$ cat config.mk
export PLATFORM = sky130hd
export DESIGN_NAME = dbus_arbiter
export DESIGN_NICKNAME = d
export VERILOG_FILES = /design/src/rtl/dbus_arb_pkg.sv /design/src/rtl/arb_rr2.sv /design/src/rtl/dbus_arbiter.sv
export SDC_FILE = /design/constraint.sdc
export NUM_CORES = 1
export LEC_CHECK = 0
export ABC_AREA = 1
export CORE_MARGIN = 5
export CORE_UTILIZATION = 33
export DETAILED_ROUTE_END_ITERATION = 8
export PLACE_DENSITY = 0.71
export SKIP_CTS_REPAIR_TIMING = 1
export SLEW_MARGIN = 20
export SYNTH_ARGS = -nofsm -noshare
export SYNTH_HDL_FRONTEND = slang
export SYNTH_SLANG_ARGS = --single-unit
$ cat constraint.sdc
create_clock -name clk -period 6.03 [get_ports clk]
set_input_delay 1.206 -clock clk [delete_from_list [all_inputs] [get_ports clk]]
set_output_delay 1.206 -clock clk [all_outputs]
set_load 0.01 [all_outputs]
$ cat src/rtl/dbus_arb_pkg.sv
// Shared types and constants for the two-master data-bus arbiter.
package dbus_arb_pkg;

  // Arbiter sequencing states
  typedef enum logic [1:0] {
    ST_IDLE  = 2'd0,
    ST_ISSUE = 2'd1,
    ST_WAIT  = 2'd2,
    ST_DONE  = 2'd3
  } arb_state_t;

  // Master indices
  localparam logic M0 = 1'b0;
  localparam logic M1 = 1'b1;

  // Transfer-size encodings carried on *_bmul
  localparam logic [1:0] BMUL_BYTE = 2'b00;
  localparam logic [1:0] BMUL_HALF = 2'b01;
  localparam logic [1:0] BMUL_WORD = 2'b10;

  // Read-latency bound and the width of the latency down-counter
  localparam int unsigned RD_LAT_MAX = 3;
  localparam int unsigned CNT_W      = 2;

  // Counter preload for a given read latency, clamped into 1..RD_LAT_MAX
  function automatic logic [CNT_W-1:0] lat_load(input int unsigned rd_lat);
    int unsigned lat;
    lat = rd_lat;
    if (lat < 32'd1)      lat = 32'd1;
    if (lat > RD_LAT_MAX) lat = RD_LAT_MAX;
    return CNT_W'(lat - 32'd1);
  endfunction

endpackage

$ cat src/rtl/arb_rr2.sv
// Combinational two-way round-robin pick; the last-winner pointer lives in the parent.
module arb_rr2
  import dbus_arb_pkg::*;
(
  input  logic [1:0] i_req,
  input  logic       i_last,
  input  logic [1:0] i_mask,
  output logic       o_gnt_idx_c,
  output logic       o_gnt_vld_c
);

  logic [1:0] w_req;

  assign w_req = i_req & ~i_mask;

  // A lone requester wins; on a tie the master not served last wins
  always_comb begin
    o_gnt_vld_c = |w_req;
    o_gnt_idx_c = M0;
    if (w_req == 2'b11) begin
      o_gnt_idx_c = ~i_last;
    end else if (w_req[1]) begin
      o_gnt_idx_c = M1;
    end
  end

endmodule

$ cat src/rtl/dbus_arbiter.sv
// Two-master (core M0, debug monitor M1), single-slave data-bus arbiter.
// Single-beat reads/writes, one outstanding transaction, fixed read latency.
// Optional DBUS_ARB_LOCK_EN adds m1_lock, which blocks M0 grants while high.
module dbus_arbiter
  import dbus_arb_pkg::*;
#(
  parameter int unsigned RD_LAT = 1,
  parameter int unsigned AW     = 32,
  parameter int unsigned DW     = 32
) (
  input  logic          clk,
  input  logic          n_rst,
`ifdef DBUS_ARB_LOCK_EN
  input  logic          m1_lock,
`endif
  input  logic          m0_req,
  input  logic          m0_we,
  input  logic [AW-1:0] m0_addr,
  input  logic [DW-1:0] m0_wdata,
  input  logic [1:0]    m0_bmul,
  output logic          m0_ack,
  output logic [DW-1:0] m0_rdata,
  input  logic          m1_req,
  input  logic          m1_we,
  input  logic [AW-1:0] m1_addr,
  input  logic [DW-1:0] m1_wdata,
  input  logic [1:0]    m1_bmul,
  output logic          m1_ack,
  output logic [DW-1:0] m1_rdata,
  output logic          bus_r_en,
  output logic [AW-1:0] bus_r_addr,
  output logic [1:0]    bus_r_bmul,
  input  logic [DW-1:0] bus_r_data,
  output logic          bus_w_en,
  output logic [AW-1:0] bus_w_addr,
  output logic [DW-1:0] bus_w_data,
  output logic [1:0]    bus_w_bmul,
  output logic          arb_busy
);

  localparam logic [CNT_W-1:0] LAT_LOAD = lat_load(RD_LAT);

  // State and latched transaction context
  arb_state_t       r_state;
  logic [CNT_W-1:0] r_cnt;
  logic             r_last;
  logic             r_win;
  logic             r_we;

  // Registered outputs
  logic [1:0]       r_ack;
  logic [DW-1:0]    r_rdata [2];
  logic             r_r_en;
  logic [AW-1:0]    r_r_addr;
  logic [1:0]       r_r_bmul;
  logic             r_w_en;
  logic [AW-1:0]    r_w_addr;
  logic [DW-1:0]    r_w_data;
  logic [1:0]       r_w_bmul;
  logic             r_busy;

  // Next-state / next-output wires
  arb_state_t       w_state_nxt;
  logic [CNT_W-1:0] w_cnt_nxt;
  logic             w_last_nxt;
  logic             w_lat;
  logic [1:0]       w_ack_nxt;
  logic [1:0]       w_rd_ld;
  logic             w_r_en_nxt;
  logic [AW-1:0]    w_r_addr_nxt;
  logic [1:0]       w_r_bmul_nxt;
  logic             w_w_en_nxt;
  logic [AW-1:0]    w_w_addr_nxt;
  logic [DW-1:0]    w_w_data_nxt;
  logic [1:0]       w_w_bmul_nxt;

  // Arbitration and winner field select
  logic             w_gnt_idx;
  logic             w_gnt_vld;
  logic [1:0]       w_mask;
  logic             w_sel_we;
  logic [AW-1:0]    w_sel_addr;
  logic [DW-1:0]    w_sel_wdata;
  logic [1:0]       w_sel_bmul;

`ifdef DBUS_ARB_LOCK_EN
  assign w_mask = {1'b0, m1_lock};
`else
  assign w_mask = 2'b00;
`endif

  arb_rr2 u_rr2 (
    .i_req       ({m1_req, m0_req}),
    .i_last      (r_last),
    .i_mask      (w_mask),
    .o_gnt_idx_c (w_gnt_idx),
    .o_gnt_vld_c (w_gnt_vld)
  );

  assign w_sel_we    = (w_gnt_idx == M1) ? m1_we    : m0_we;
  assign w_sel_addr  = (w_gnt_idx == M1) ? m1_addr  : m0_addr;
  assign w_sel_wdata = (w_gnt_idx == M1) ? m1_wdata : m0_wdata;
  assign w_sel_bmul  = (w_gnt_idx == M1) ? m1_bmul  : m0_bmul;

  // Next state and next registered outputs; bus fields are loaded at the grant
  // so the output registers double as the latched address/data/bmul
  always_comb begin
    w_state_nxt  = r_state;
    w_cnt_nxt    = r_cnt;
    w_last_nxt   = r_last;
    w_lat        = 1'b0;
    w_ack_nxt    = 2'b00;
    w_rd_ld      = 2'b00;
    w_r_en_nxt   = 1'b0;
    w_r_addr_nxt = '0;
    w_r_bmul_nxt = 2'b00;
    w_w_en_nxt   = 1'b0;
    w_w_addr_nxt = '0;
    w_w_data_nxt = '0;
    w_w_bmul_nxt = 2'b00;
    case (r_state)
      ST_IDLE: begin
        if (w_gnt_vld) begin
          w_state_nxt = ST_ISSUE;
          w_last_nxt  = w_gnt_idx;
          w_lat       = 1'b1;
          if (w_sel_we) begin
            w_w_en_nxt           = 1'b1;
            w_w_addr_nxt         = w_sel_addr;
            w_w_data_nxt         = w_sel_wdata;
            w_w_bmul_nxt         = w_sel_bmul;
            w_ack_nxt[w_gnt_idx] = 1'b1;
          end else begin
            w_r_en_nxt   = 1'b1;
            w_r_addr_nxt = w_sel_addr;
            w_r_bmul_nxt = w_sel_bmul;
          end
        end
      end
      ST_ISSUE: begin
        if (r_we) begin
          w_state_nxt = ST_IDLE;
        end else begin
          w_state_nxt = ST_WAIT;
          w_cnt_nxt   = LAT_LOAD;
        end
      end
      ST_WAIT: begin
        if (r_cnt == '0) begin
          w_state_nxt      = ST_DONE;
          w_ack_nxt[r_win] = 1'b1;
          w_rd_ld[r_win]   = 1'b1;
        end else begin
          w_cnt_nxt = r_cnt - CNT_W'(1);
        end
      end
      ST_DONE: begin
        w_state_nxt = ST_IDLE;
      end
      default: begin
        w_state_nxt = ST_IDLE;
      end
    endcase
  end

  // State, context and output registers with synchronous active-low reset
  always_ff @(posedge clk) begin
    if (!n_rst) begin
      r_state    <= ST_IDLE;
      r_cnt      <= '0;
      r_last     <= M1;
      r_win      <= M0;
      r_we       <= 1'b0;
      r_ack      <= 2'b00;
      r_rdata[0] <= '0;
      r_rdata[1] <= '0;
      r_r_en     <= 1'b0;
      r_r_addr   <= '0;
      r_r_bmul   <= 2'b00;
      r_w_en     <= 1'b0;
      r_w_addr   <= '0;
      r_w_data   <= '0;
      r_w_bmul   <= 2'b00;
      r_busy     <= 1'b0;
    end else begin
      r_state  <= w_state_nxt;
      r_cnt    <= w_cnt_nxt;
      r_last   <= w_last_nxt;
      if (w_lat) begin
        r_win <= w_gnt_idx;
        r_we  <= w_sel_we;
      end
      r_ack    <= w_ack_nxt;
      if (w_rd_ld[0]) r_rdata[0] <= bus_r_data;
      if (w_rd_ld[1]) r_rdata[1] <= bus_r_data;
      r_r_en   <= w_r_en_nxt;
      r_r_addr <= w_r_addr_nxt;
      r_r_bmul <= w_r_bmul_nxt;
      r_w_en   <= w_w_en_nxt;
      r_w_addr <= w_w_addr_nxt;
      r_w_data <= w_w_data_nxt;
      r_w_bmul <= w_w_bmul_nxt;
      r_busy   <= (w_state_nxt != ST_IDLE);
    end
  end

  assign m0_ack     = r_ack[0];
  assign m1_ack     = r_ack[1];
  assign m0_rdata   = r_rdata[0];
  assign m1_rdata   = r_rdata[1];
  assign bus_r_en   = r_r_en;
  assign bus_r_addr = r_r_addr;
  assign bus_r_bmul = r_r_bmul;
  assign bus_w_en   = r_w_en;
  assign bus_w_addr = r_w_addr;
  assign bus_w_data = r_w_data;
  assign bus_w_bmul = r_w_bmul;
  assign arb_busy   = r_busy;

endmodule

# Word level (Yosys, flattened, before mapping)
# Memory sizes are Yosys's and may differ from the RTL's.
# Index checks and enable logic that the tools add are counted.
# totals
register_bits	112
mem_bits_rw	64
output_inout_bits	169
mem_count	1
# mem_list
name	depth	word_bits	read_ports	rd_ports_with_merged_regs	wr	line_no	source
r_rdata	2	32	2	0	2	dbus_arbiter.sv:52	logic [DW-1:0] r_rdata [2];
# classes
n_addsub	1
n_lt_le_gt_ge	4
n_eq_ne	6
n_mux	35
bitwise	6
n_reduce_logical	12
# op_table
operator	n
$mux 32	4
$mux 2	10
$mux 1	16
$pmux 2 s2	2
$pmux 2 s4	1
$eq 2x2->1 const B	3
$reduce_and 3->1	2
$logic_not 2->1	2
$lt 1x2->1 const B	2
$ne 2x2->1 const B	2
$not 1->1	4
$reduce_and 4->1	1
$reduce_bool 2->1	2
$reduce_or 4->1	1
$demux 1 s1	2
$eq 2x1->1 const B	1
$ge 1x1->1 const B	2
$logic_and 1x1->1	2
$or 1x1->1	2
$reduce_and 2->1	1
$reduce_or 2->1	1
$sub 2x1->2 const B	1

# Logic depth before layout (Yosys ltp)
# logic_depth
word_depth	10
ltp_mapped	9
ltp_nobuf	7

# Hierarchy
# From an unflattened synthesis, not the netlist that was laid out.
# hier_totals
cells_unflattened	496
hier_area_um2	5939.4
# by_module_without_submodules
mod	instances	cells_per_inst	area_each_um2	seq_area_each_um2
dbus_arbiter	1	488	5906.9	4164.0
arb_rr2	1	8	32.5	0.0

# Worst setup path before layout
# OpenSTA, ideal clock, no wires.
# synth_path
path_kind	register to register
from	register r_state[1]
to	memory r_rdata[0][0], enable pin
setup_ns	0.466
arrival_time_ns	2.990
required_ns	5.564
path_slack_ns	2.575
path_stages_with_launch	5
path_buffers	0
path_cell_list	dfxtp_1 > inv_1 > nor2_2 > nand2_2 > o21ai_0
# synth_rtl
item	line_no	source
from (decl)	dbus_arbiter.sv:44	arb_state_t r_state;
from (signal assigned)	dbus_arbiter.sv:186	r_state <= w_state_nxt;
to (decl)	dbus_arbiter.sv:52	

# Final worst setup path
# layout_path
from	input m0_req
to	register r_w_addr[4], in the netlist bus_w_addr[4]
# layout_between
elab_chain_len	4
# layout_rtl
item	line_no	source
from (decl)	dbus_arbiter.sv:16	input logic m0_req,
$eq 2x2->1	arb_rr2.sv:20	if (w_req == 2'b11) begin
$mux 1	arb_rr2.sv:20	
$mux 1	dbus_arbiter.sv:100	assign w_sel_we = (w_gnt_idx == M1) ? m1_we : m0_we;
$reduce_and 4->1 (no source line)	--	
to (signal assigned)	dbus_arbiter.sv:200	r_w_addr <= w_w_addr_nxt;
to (decl)	dbus_arbiter.sv:57	logic [AW-1:0] r_w_addr;
# Parallel ways exist; a longest one is shown, timed or not.
# A chain may end at the register's enable or synchronous reset.

==> qor.yml <==
vias_per_cell: 4.22
worstSetupEndpointType: "flip-flop"
synth_area_leaders: "dfxtp_1 (36%), edfxtp_1 (31%), nor2_1 (7.4%)"
drc: 0
clockRootBuffer: "clkbuf_16"
powerDensity_nw_per_um2: 286
utilization_pct: 55.5
crit_slowest_cell: "buf_4"
dieHeight_um: 147
final_common_cell: "clkdlybuf4s50_1"
start_util_pct: 33.4
place_ws_ps: 2300
dp.cells: 1175
worstSetupStartpointType: "input pin"
stdcell_count: 1207
max_freq_ghz: 0.310
cts_tree: "yes"
critical-path-max-stage-delay_ps: 550
worstMarginPinSlew_ps: 740
avgRoutedWirePerCell_um: 15.5
overflow: 0
synth_top_area_share_pct: 36.2
yosys.area_share.simple_pct: 21.0
skew_ps: 8.84
first_pass_iters: 4
min_path_type: "reg2reg"
drt_iter0_drc: 153
vias: 5091
yosysTopAreaCell: "dfxtp_1"
critical_path_class: "in2reg"
tns_ps: 0
ioPinCount: 339
grt_start_max_net_pins: 69
worstPathArrival_ps: 3500
wl_mm: 18.8
rsz0062_at_grt: "no"
clock_latency_ps: 410
cap_viol_max_count: 0
synth_seq_area_share_pct: 67.2
die_w_um: 147
synth_xor_area_share_pct: 0
synthAdderAreaFrac_pct: 0.202
diodes: 0
synth_seq_cells: 176
multi_input_area_um2: 1540
antenna_found_initial: 0
cts.htree.levels: 4
path_max_fanout: 35
path_clk_slew_ps: 70
grt_pass1_vias: 5157
synth_mux_area_share_pct: 0
grt_util_all_layers_pct: 17.0
mostFrequentLayoutCells: "clkdlybuf4s50_1 (338), nor2_1 (122), nand2_1 (114)"
ant_nets: 0
leakage_nw: 4.29
finalHoldViolCount: 0
hpwl_mm: 14.4
syn_area_um2: 6200
area_growth_pct: 66.4
synth.distinct_cells: 21
grt_pass1_wl_mm: 28.5
finalCritPeriodShare_pct: 53.5
drive_above_1_share_pct: 10.4
design.core.area_um2: 18600
clock_path_buffers: 2
setup_viol: 0
relSlewSlack_pct: 50.5
dieArea_um2: 21600
fill_cells: 1640
hp-start: "r_last"
synth_cells: 627
slew_violations: 0
place.gp.congestion: 0.814
status: "completed"
cts_made_buffers: 17
crit_top_cell: "nand2_1"
p_total_w: 0.00295
crit_start: "m0_req"
min_period_ps: 3220
ys.warnings.count: 0
synth-compound-area-share_pct: 3.51
required_ps: 6310
setup_slack_ps: 2810
nets: 1132
synth_top_family_by_area: "simple AND/OR/NAND/NOR gates"
io_buffers: 338
r2r_start: "r_last"
cp_num_buf_inv: 3
register_area_um2: 4160
rows: 50
avgSynthCellArea_um2: 9.89
cp_top_family: "simple AND/OR/NAND/NOR gates"
syn_nets: 798
numClockSinks: 176
worstPathCellList: "clkdlybuf4s50_1 > nand2_1 > nand2_2 > inv_2 > nand2_1 > nand2_1 > nand2_2 > buf_4 > nor2_1"
ir_drop_mv: 0.179
## power breakdown
part           internal, W  total, W  switching, W
clock             0.000618   0.00109      0.000469
combinational     0.000280  0.000521      0.000241
sequential         0.00132   0.00135     0.0000272
## cell usage after synthesis
cell type  instances
nor2_1           122
nand2_1          114
dfxtp_1          112
inv_1             75
edfxtp_1          64
or2_2             34
o21ai_0           29
nor2_2            19
buf_2              9
buf_6              9
nand3_1            6
o21ai_1            6
a21oi_1            5
clkbuf_1           5
nand2_2            5
buf_4              4
inv_2              3
nor2_4             2
o21ai_2            2
buf_8              1
ha_1               1
## cell families after synthesis
family,count (synthesis)
compound gates,42
fa+ha+maj,1
buf+inv,106
flops,176
simple gates,302
## worst reg2reg max path, stage by stage, from the launching register on
cell	delay [ps]
dfxtp_1	340
nand2_1	70
nand2_2	370
inv_2	60
nand2_1	70
nand2_1	60
nand2_2	490
buf_4	570
nor2_1	130
## worst paths after layout
path	end	cells past startpoint	slack, ps
worst min-delay path	r_last	2	480
worst max register to register	bus_w_addr[4]	8	3750
worst max-delay path	bus_w_addr[4]	9	2810
worst min register to register	r_last	2	480
## flip-flops by register name, indices dropped and copies added (netlist names)
name and flops:
bus_r_bmul 2, bus_r_addr 32, r_cnt 2, bus_w_bmul 2, bus_w_en 1, r_state 2
bus_r_en 1, r_last 1, bus_w_data 32, bus_w_addr 32, r_rdata 64, r_win 1
arb_busy 1, r_we 1, r_ack 2
## routing by layer
layer  up-vias  share of wire (%)  GRT usage, %
li1       2583                  -             -
met1      2255                 38          18.3
met2       235                 50          29.8
met3        18                 11          7.90
met4         0                1.5          4.94
met5         -                  0             0
## stage by stage
stage          hold slack (ps)  instance area (µm²)
2_1_floorplan              429                 6200
3_3_place_gp               462                 9710
3_5_place_dp               456                 9710
4_1_cts                    476                10300
5_1_grt                    495                10300
6_report                   478                10300
## cell type report
cell class | count | area share [%]
Clock buffer | 18 | 4.16
Clock inverter | 13 | 1.49
Inverter | 78 | 2.84
Multi-Input combinational cell | 345 | 15.0
Sequential cell | 176 | 40.4
Tap cell | 234 | 2.84
Timing Repair Buffer | 343 | 33.4
Note: power is estimated with default switching activity, not from simulation.
